<file path="src/rtl/stream_mux_rr_if.sv">
// Handshake bundle for stream_mux_rr: NCH input channels with valid/ready,
// one registered output stream, plus the runtime select controls.
interface stream_mux_rr_if #(
   parameter int NCH   = 8,
   parameter int WIDTH = 8
);
   localparam int SELW = $clog2(NCH);

   logic                   mode;
   logic [SELW-1:0]        sel;
   logic [NCH*WIDTH-1:0]   in_data;
   logic [NCH-1:0]         in_valid;
   logic [NCH-1:0]         in_ready;
   logic [WIDTH-1:0]       out_data;
   logic [SELW-1:0]        out_ch;
   logic                   out_valid;
   logic                   out_ready;

   modport slave (
      input  mode, sel, in_data, in_valid, out_ready,
      output in_ready, out_data, out_ch, out_valid
   );

   modport master (
      output mode, sel, in_data, in_valid, out_ready,
      input  in_ready, out_data, out_ch, out_valid
   );
endinterface

</file>
<file path="src/rtl/stream_mux_rr.sv">
// NCH:1 stream multiplexer with fixed or round-robin selection and a single
// registered output stage that sustains one beat per cycle.
module stream_mux_rr #(
   parameter int NCH   = 8,
   parameter int WIDTH = 8
) (
   input  logic            clk,
   input  logic            rst,
   stream_mux_rr_if.slave  bus
);
   localparam int SELW = $clog2(NCH);

   logic [SELW-1:0]  last_q, last_d;
   logic [SELW-1:0]  out_ch_q, out_ch_d;
   logic [WIDTH-1:0] out_data_q, out_data_d;
   logic             out_valid_q, out_valid_d;

   logic             load;
   logic             grant_vld;
   logic [SELW-1:0]  grant_idx;
   logic [WIDTH-1:0] grant_data;
   logic [NCH-1:0]   rot;
   logic [NCH-1:0]   in_ready;
   int               rr_off;
   int               rr_sum;

   assign load = ~out_valid_q | bus.out_ready;

   // Rotate valids so bit 0 is the channel just after the last winner.
   assign rot = NCH'({bus.in_valid, bus.in_valid} >> (int'(last_q) + 1));

   always_comb begin
      // NOTE: every always_comb output gets a default first so no latch is inferred.
      grant_vld  = 1'b0;
      grant_idx  = '0;
      grant_data = '0;
      rr_off     = 0;
      rr_sum     = 0;
      if (!bus.mode) begin
         for (int i = 0; i < NCH; i++) begin
            if (SELW'(i) == bus.sel && bus.in_valid[i]) begin
               grant_vld = 1'b1;
               grant_idx = SELW'(i);
            end
         end
      end else begin
         for (int k = NCH - 1; k >= 0; k--) begin
            if (rot[k]) begin
               grant_vld = 1'b1;
               rr_off    = k;
            end
         end
         rr_sum = int'(last_q) + 1 + rr_off;
         if (rr_sum >= NCH) rr_sum = rr_sum - NCH;
         if (grant_vld) grant_idx = SELW'(rr_sum);
      end
      for (int i = 0; i < NCH; i++) begin
         if (SELW'(i) == grant_idx) grant_data = bus.in_data[i*WIDTH +: WIDTH];
      end
   end

   always_comb begin
      for (int i = 0; i < NCH; i++) begin
         in_ready[i] = load & grant_vld & ~rst & (grant_idx == SELW'(i));
      end
   end

   always_comb begin
      out_valid_d = out_valid_q;
      out_data_d  = out_data_q;
      out_ch_d    = out_ch_q;
      last_d      = last_q;
      if (load) begin
         out_valid_d = grant_vld;
         if (grant_vld) begin
            out_data_d = grant_data;
            out_ch_d   = grant_idx;
            last_d     = grant_idx;
         end
      end
   end

   always_ff @(posedge clk) begin
      // NOTE: sequential state uses non-blocking <= only; combinational blocks use =.
      if (rst) begin
         out_valid_q <= 1'b0;
         out_data_q  <= '0;
         out_ch_q    <= '0;
         last_q      <= SELW'(NCH - 1);
      end else begin
         out_valid_q <= out_valid_d;
         out_data_q  <= out_data_d;
         out_ch_q    <= out_ch_d;
         last_q      <= last_d;
      end
   end

   assign bus.in_ready  = in_ready;
   assign bus.out_data  = out_data_q;
   assign bus.out_ch    = out_ch_q;
   assign bus.out_valid = out_valid_q;
endmodule

</file>
<file path="src/flat_wrapper.sv">
// flat-port wrapper written by rule: the top's interface ports become plain ports
module stream_mux_rr_flat 
#(
   parameter int NCH   = 8,
   parameter int WIDTH = 8
)
  (clk, rst, bus_mode, bus_sel, bus_in_data, bus_in_valid, bus_out_ready, bus_in_ready, bus_out_data, bus_out_ch, bus_out_valid);
  stream_mux_rr_if #(.NCH(NCH), .WIDTH(WIDTH)) bus_i ();
  input  logic clk;
  input  logic rst;
  input wire logic [$bits(bus_i.mode)-1:0] bus_mode;
  input wire logic [$bits(bus_i.sel)-1:0] bus_sel;
  input wire logic [$bits(bus_i.in_data)-1:0] bus_in_data;
  input wire logic [$bits(bus_i.in_valid)-1:0] bus_in_valid;
  input wire logic [$bits(bus_i.out_ready)-1:0] bus_out_ready;
  output wire logic [$bits(bus_i.in_ready)-1:0] bus_in_ready;
  output wire logic [$bits(bus_i.out_data)-1:0] bus_out_data;
  output wire logic [$bits(bus_i.out_ch)-1:0] bus_out_ch;
  output wire logic [$bits(bus_i.out_valid)-1:0] bus_out_valid;
  assign bus_i.mode = bus_mode;
  assign bus_i.sel = bus_sel;
  assign bus_i.in_data = bus_in_data;
  assign bus_i.in_valid = bus_in_valid;
  assign bus_i.out_ready = bus_out_ready;
  assign bus_in_ready = bus_i.in_ready;
  assign bus_out_data = bus_i.out_data;
  assign bus_out_ch = bus_i.out_ch;
  assign bus_out_valid = bus_i.out_valid;
  stream_mux_rr #(.NCH(NCH), .WIDTH(WIDTH)) u_core (.clk(clk), .rst(rst), .bus(bus_i));
endmodule
</file>
<file path="config.mk">
export PLATFORM = sky130hd
export DESIGN_NAME = stream_mux_rr_flat
export DESIGN_NICKNAME = d
export VERILOG_FILES = /design/src/rtl/stream_mux_rr_if.sv /design/src/rtl/stream_mux_rr.sv /design/src/flat_wrapper.sv
export SDC_FILE = /design/constraint.sdc
export NUM_CORES = 1
export LEC_CHECK = 0
export ABC_AREA = 0
export BUFFER_PORTS_ARGS = -buffer_cell sky130_fd_sc_hd__clkbuf_2
export CELL_PAD_IN_SITES_DETAIL_PLACEMENT = 1
export CELL_PAD_IN_SITES_GLOBAL_PLACEMENT = 1
export CORE_UTILIZATION = 35
export CTS_CLUSTER_SIZE = 40
export DETAILED_ROUTE_END_ITERATION = 10
export PLACE_DENSITY = 0.95
export SLEW_MARGIN = 0
export SYNTH_ARGS = -nofsm -noshare
export SYNTH_HDL_FRONTEND = slang
export SYNTH_SLANG_ARGS = --single-unit
export TNS_END_PERCENT = 10
</file>
<file path="constraint.sdc">
create_clock -name clk -period 24 [get_ports clk]
set_input_delay 7.2 -clock clk [delete_from_list [all_inputs] [get_ports clk]]
set_output_delay 7.2 -clock clk [all_outputs]
set_load 0.02 [all_outputs]
</file>
Word level (Yosys, flattened, before mapping)
Index checks and enable logic that the tools add are counted.
{"block": "totals", "input_bits": 79, "elab_cells": 99, "register_bits": 15, "out_inout_bits": 20}
{"block": "classes", "shift": 1, "reduce_logical": 11, "n_bitwise": 13, "order_cmp": 1, "mux": 45, "n_eq_ne": 21, "addsub": 3}
{"operator": "two-way mux 8 bit", "count": 8}
{"operator": "two-way mux 3 bit", "count": 15}
{"operator": "adder 5 x 32 -> 32 bit", "count": 1}
{"operator": "greater-or-equal comparator 32 x 5 -> 1 bit (second input constant)", "count": 1}
{"operator": "two-way mux 32 bit", "count": 1}
{"operator": ">> shifter 16 x 32 -> 8 bit", "count": 1}
{"operator": "== test 3 bit (first input constant)", "count": 8}
{"operator": "two-way mux 1 bit", "count": 19}
{"operator": "== test 2 x 3 -> 1 bit (first input constant)", "count": 4}
{"operator": "== test 3 bit (second input constant)", "count": 4}
{"operator": "AND 1 bit", "count": 10}
{"operator": "logical AND 1 bit", "count": 8}
{"operator": "== test 1 x 3 -> 1 bit (first input constant)", "count": 2}
{"operator": "== test 3 x 2 -> 1 bit (second input constant)", "count": 2}
{"operator": "logical NOT 3 bit", "count": 2}
{"operator": "adder 3 x 1 -> 4 bit (second input constant)", "count": 1}
{"operator": "two-way mux 2 bit", "count": 2}
{"operator": "== test 3 x 1 -> 1 bit (second input constant)", "count": 1}
{"operator": "subtractor 3 x 1 -> 3 bit (second input constant)", "count": 1}
{"operator": "inverter 1 bit", "count": 2}
{"operator": "AND reduction 2 bit", "count": 1}
{"operator": "bitwise OR 1 bit", "count": 1}

Depth between registers and ports, before layout
{"block": "logic_depth", "depth_word": 25, "depth_mapped": 23, "depth_no_buf": 19}

Worst setup path after synthesis
OpenSTA, ideal clock, no wires.
{"block": "synth_timing", "path_type": "input port to output port", "from": "in bus_in_valid[6]", "to": "out bus_in_ready[0]", "n_path_buf": 2, "path_slack_ns": 5.931, "t_required_ns": 16.800, "arrival_ns": 10.869, "cell_stages": 20, "cell_sequence": "mux2_1 > o21ai_0 > o21ai_0 > o211ai_1 > nand2_1 > o211ai_1 > o21ai_1 > o31ai_1 > ha_1 > inv_1 > fa_1 > xnor2_1 > xnor2_1 > nand2_1 > or3_1 > and4_1 > buf_6 > buf_6 > or3_4 > nor3_2"}
{"block": "synth_via", "elab_chain_cells": 17, "elab_cells_between_ends": 35, "classes_between": "2 x add/sub; 1 x order compare; 1 x shift; 26 x mux; 3 x bitwise; 2 x reduce/logical"}
{"element": "start: declaration", "line_no": "flat_wrapper.sv:14", "source": "input wire logic [$bits(bus_i.in_valid)-1:0] bus_in_valid;"}
{"element": ">> shifter 16 x 32 -> 8 bit", "line_no": "stream_mux_rr.sv:30", "source": "assign rot = NCH'({bus.in_valid, bus.in_valid} >> (int'(last_q) + 1));"}
{"element": "two-way mux 3 bit (8 in a row)", "line_no": "stream_mux_rr.sv:48", "source": "if (rot[k]) begin"}
{"element": "two-way mux 32 bit", "line_no": "stream_mux_rr.sv:39", "source": "if (!bus.mode) begin"}
{"element": "adder 5 x 32 -> 32 bit", "line_no": "stream_mux_rr.sv:53", "source": "rr_sum = int'(last_q) + 1 + rr_off;"}
{"element": "greater-or-equal comparator 32 x 5 -> 1 bit or subtractor 3 x 1 -> 3 bit (tied branches)", "line_no": "stream_mux_rr.sv:54", "source": "if (rr_sum >= NCH) rr_sum = rr_sum - NCH;"}
{"element": "two-way mux 3 bit", "line_no": "stream_mux_rr.sv:54"}
{"element": "two-way mux 3 bit", "line_no": "stream_mux_rr.sv:55", "source": "if (grant_vld) grant_idx = SELW'(rr_sum);"}
{"element": "two-way mux 3 bit", "line_no": "stream_mux_rr.sv:39"}
{"element": "logical NOT 3 bit", "line_no": "stream_mux_rr.sv:64", "source": "in_ready[i] = load & grant_vld & ~rst & (grant_idx == SELW'(i));"}
{"element": "AND 1 bit (*)", "line_no": "stream_mux_rr.sv:64"}
{"element": "end: declaration", "line_no": "flat_wrapper.sv:16", "source": "output wire logic [$bits(bus_i.in_ready)-1:0] bus_in_ready;"}
Mark *: on every way between the ends. The rest lies on a longest branch, timed or not. The select of a mux whose other input is x is not followed.

Worst setup path in the final report
{"block": "layout_timing", "from": "in bus_in_valid[1]", "to": "out bus_in_ready[0]"}
The elaborated chain is that of the path after synthesis.

==> metrics <==
global placer's final weighted congestion=0.853; Clock Path Buffers=2; vias in the first global route=2,240; Pint=91.6 uW; Chip Height=75.9 um; CTS resizes=0; CP delay by family, top=simple AND/OR/NAND/NOR gates; boundary pin count=99; postcts setup bufs=0; Post-synth EDFFs=0; area share of the largest cell type after synthesis=22.5%; Reg area=300 sq um; post-synthesis simple-gate area fraction=17.7%; Seq cells post-synth=15; Synth Cell Area=1910 sq um; status=complete, no violations; Max-Cap Viols=0; Clk pwr share=11.8%; synth top area cells=mux2i_1, dfxtp_1, mux2_1; sequential share of the synthesized area=15.7%; Clock Latency Late Sink=0.24 ns; combinational power share=66.3%; row count=26; layout cell share with drive strength beyond 1=39.4%; Crit path largest cell delay=0.52 ns; post-synth top area cell=mux2i_1; vias per cell=5.62; Startpoint Class=primary input; Area Overhead vs Synth=29.2%; Compound-Gate Fraction of Synth Area=20.1%; crit path cell chain=clkbuf_2, mux4_2, o21ai_0, a211o_1, nand2_1, o211ai_1, o21ai_1, o31ai_1, ha_1, inv_1, fa_1, xnor2_1, xnor2_1, nand2_1, or3_1, and4_1, or3_4, nor3_2, clkbuf_2; die width=75.9 um; n_diodes=0; crit path DAT=11.39 ns; clk_skew=0.00449 ns; top-count cell post-synth=mux2i_1; Setup Crit Path Kind=in -> out; Synth Area in XOR/XNOR=0.916%; die area=5770 sq um; Clock Sinks=15; Multi-input gate area=1510 sq um; via count=2,175; Port Buffer Count=98; Slew Limit Fails=0; post-DP HPWL=5180 um; Synthesized Nets=311; Post-CTS Hold Buffers=0; CTS Buf Count=3; final hold violations=0; core area=5170 sq um; Synth Warn #=0; crit end category=primary output; clk slew on worst S/H paths=0.06 ns; initial antenna violation count=0; unrepaired setup endpoints after global routing=no; peak fanout along the critical path=16; starting DRC count in detailed routing=91; post-synthesis cell type count=46; max_slew headroom=36.7%; ys async rst share=0%; Net count, final=400; antenna violation net count after detailed routing=0; Mapped Cells=229; largest family of logic cells by synthesized area=multiplexers; critical path's slowest cell=mux4_2; worst reg2reg setup slack=18.95 ns; peak supply drop=0.0282 mV; htree depth=1; Initial Util=37.0%; Switching Share=46.3%; Wirelength per Cell=16.3 um; register share of total power=21.8%; Hold/Removal Path Class=reg -> reg; CTS Root Cell=clkbuf_8; mux share of post-synthesis cell area=37.4%; Most used DFF post-synth=dfxtp_1; slew at the pin closest to its max-slew limit=0.947 ns; Tcrit/Tclk final=77.5%; drt pass-1 iters=4; WP data required=16.80 ns; Finish-stage setup viols=0; CTS tree=built; minimum clock period=18.59 ns; Power Density=69.0 nW/um^2; average size of a mapped cell=8.35 sq um; Fin Setup TNS=0 ns; # DRC=0; Lkg Pwr=0.00116 uW; GRT Util Overall=21.7%; GRT overflow=0; largest net degree at the start of global routing=37; worst path bufs/invs=3; first-pass GRT wire length=10,300 um; fillers=677; final hold slack=0.471 ns; Synth Area in Adders=2.35%; drt total wl=6290 um; FMAX=0.0538 GHz; top cells by count, synth=mux2i_1, nand2_1, nor2_1, dfxtp_1; Net Sw Power=79.0 uW
## per-layer routing
| metal | vias up | wire [um] | track usage, % |
|---|---|---|---|
| met5 | - | 0 | 0 |
| met4 | 0 | 95 | 5.38 |
| met3 | 10 | 417 | 4.58 |
| met2 | 86 | 3280 | 41.9 |
| met1 | 1037 | 2510 | 23.7 |
| li1 | 1042 | - | - |
## cell families after synthesis
family          count (synthesis)
mux                            64
buf+inv                        22
compound gates                 53
simple gates                   70
flops                          15
xor+xnor                        2
fa+ha+maj                       3
## metrics by stage
| step | instance area (sq um) | utilization (%) | instances | worst slack (ns) | power, uW |
|---|---|---|---|---|---|
| floorplan | 1910 | - | 229 | 5.93 | 122 |
| global placement | 2420 | 46.9 | 383 | 5.65 | 146 |
| detailed placement | 2420 | 46.9 | 383 | 5.44 | 151 |
| CTS | 2470 | 47.8 | 387 | 5.42 | 171 |
| global route | 2470 | 47.8 | 387 | 5.08 | 184 |
| finish | 2470 | 47.8 | 387 | 5.41 | 171 |
## flip-flops by register name, summed over array words and instances, names as in the netlist
name,cells
u_core.bus.out_ch,3
u_core.bus.out_data,8
u_core.bus.out_valid,1
u_core.last_q,3
## final cells by class
cell class	count	share of cell area [%]
clock buffers	3	1.67
clock inverters	1	0.203
inverters	6	0.911
multi-input cells	192	61.1
flip-flops and latches	15	12.2
well taps	70	3.54
repair buffers	100	20.5
## path summary, 6_finish.rpt
| kind | depth (start not counted) | end | startpoint |
|---|---|---|---|
| max reg2reg | 19 | u_core.bus.out_data[4]$_SDFFE_PP0P_ | u_core.last_q[1]$_SDFFE_PP1P_ |
| min reg2reg | 1 | u_core.bus.out_data[5]$_SDFFE_PP0P_ | u_core.bus.out_data[5]$_SDFFE_PP0P_ |
| min | 1 | u_core.bus.out_data[5]$_SDFFE_PP0P_ | u_core.bus.out_data[5]$_SDFFE_PP0P_ |
| max | 19 | bus_in_ready[0] | bus_in_valid[1] |
## placed cells by master, fill, tap and decap left out, types with 2 or more instances in the layout
cell type / n
nor3_1: 9
dfxtp_1: 15
o21ai_0: 7
a211o_1: 2
o22ai_1: 9
nor3b_1: 2
nor3_2: 2
a32o_1: 3
o2111ai_1: 2
nand2_1: 21
o22a_1: 2
mux2_1: 8
inv_2: 2
o21bai_1: 3
mux2i_1: 43
clkbuf_2: 98
or3_1: 3
nand2b_1: 5
nor2_1: 21
ha_1: 2
o31a_1: 2
o211ai_1: 2
a211oi_1: 2
a41oi_1: 2
a21oi_1: 7
nand3_1: 2
buf_4: 2
clkbuf_8: 3
mux4_2: 4
inv_1: 4
a22oi_1: 2
mux2_2: 8
xnor2_1: 2
o21ai_1: 2
## power by group through the flow
stage          Combinational, uW  Sequential (uW)  Clock [uW]
3_5_place_dp                 113             37.7           0
6_report                     113             37.3        20.2
4_1_cts                      113             37.2        20.7
3_3_place_gp                 109             37.2           0
5_1_grt                      123             38.3        22.5
2_1_floorplan               83.7             38.6           0
(Power assumes the default switching activity.)
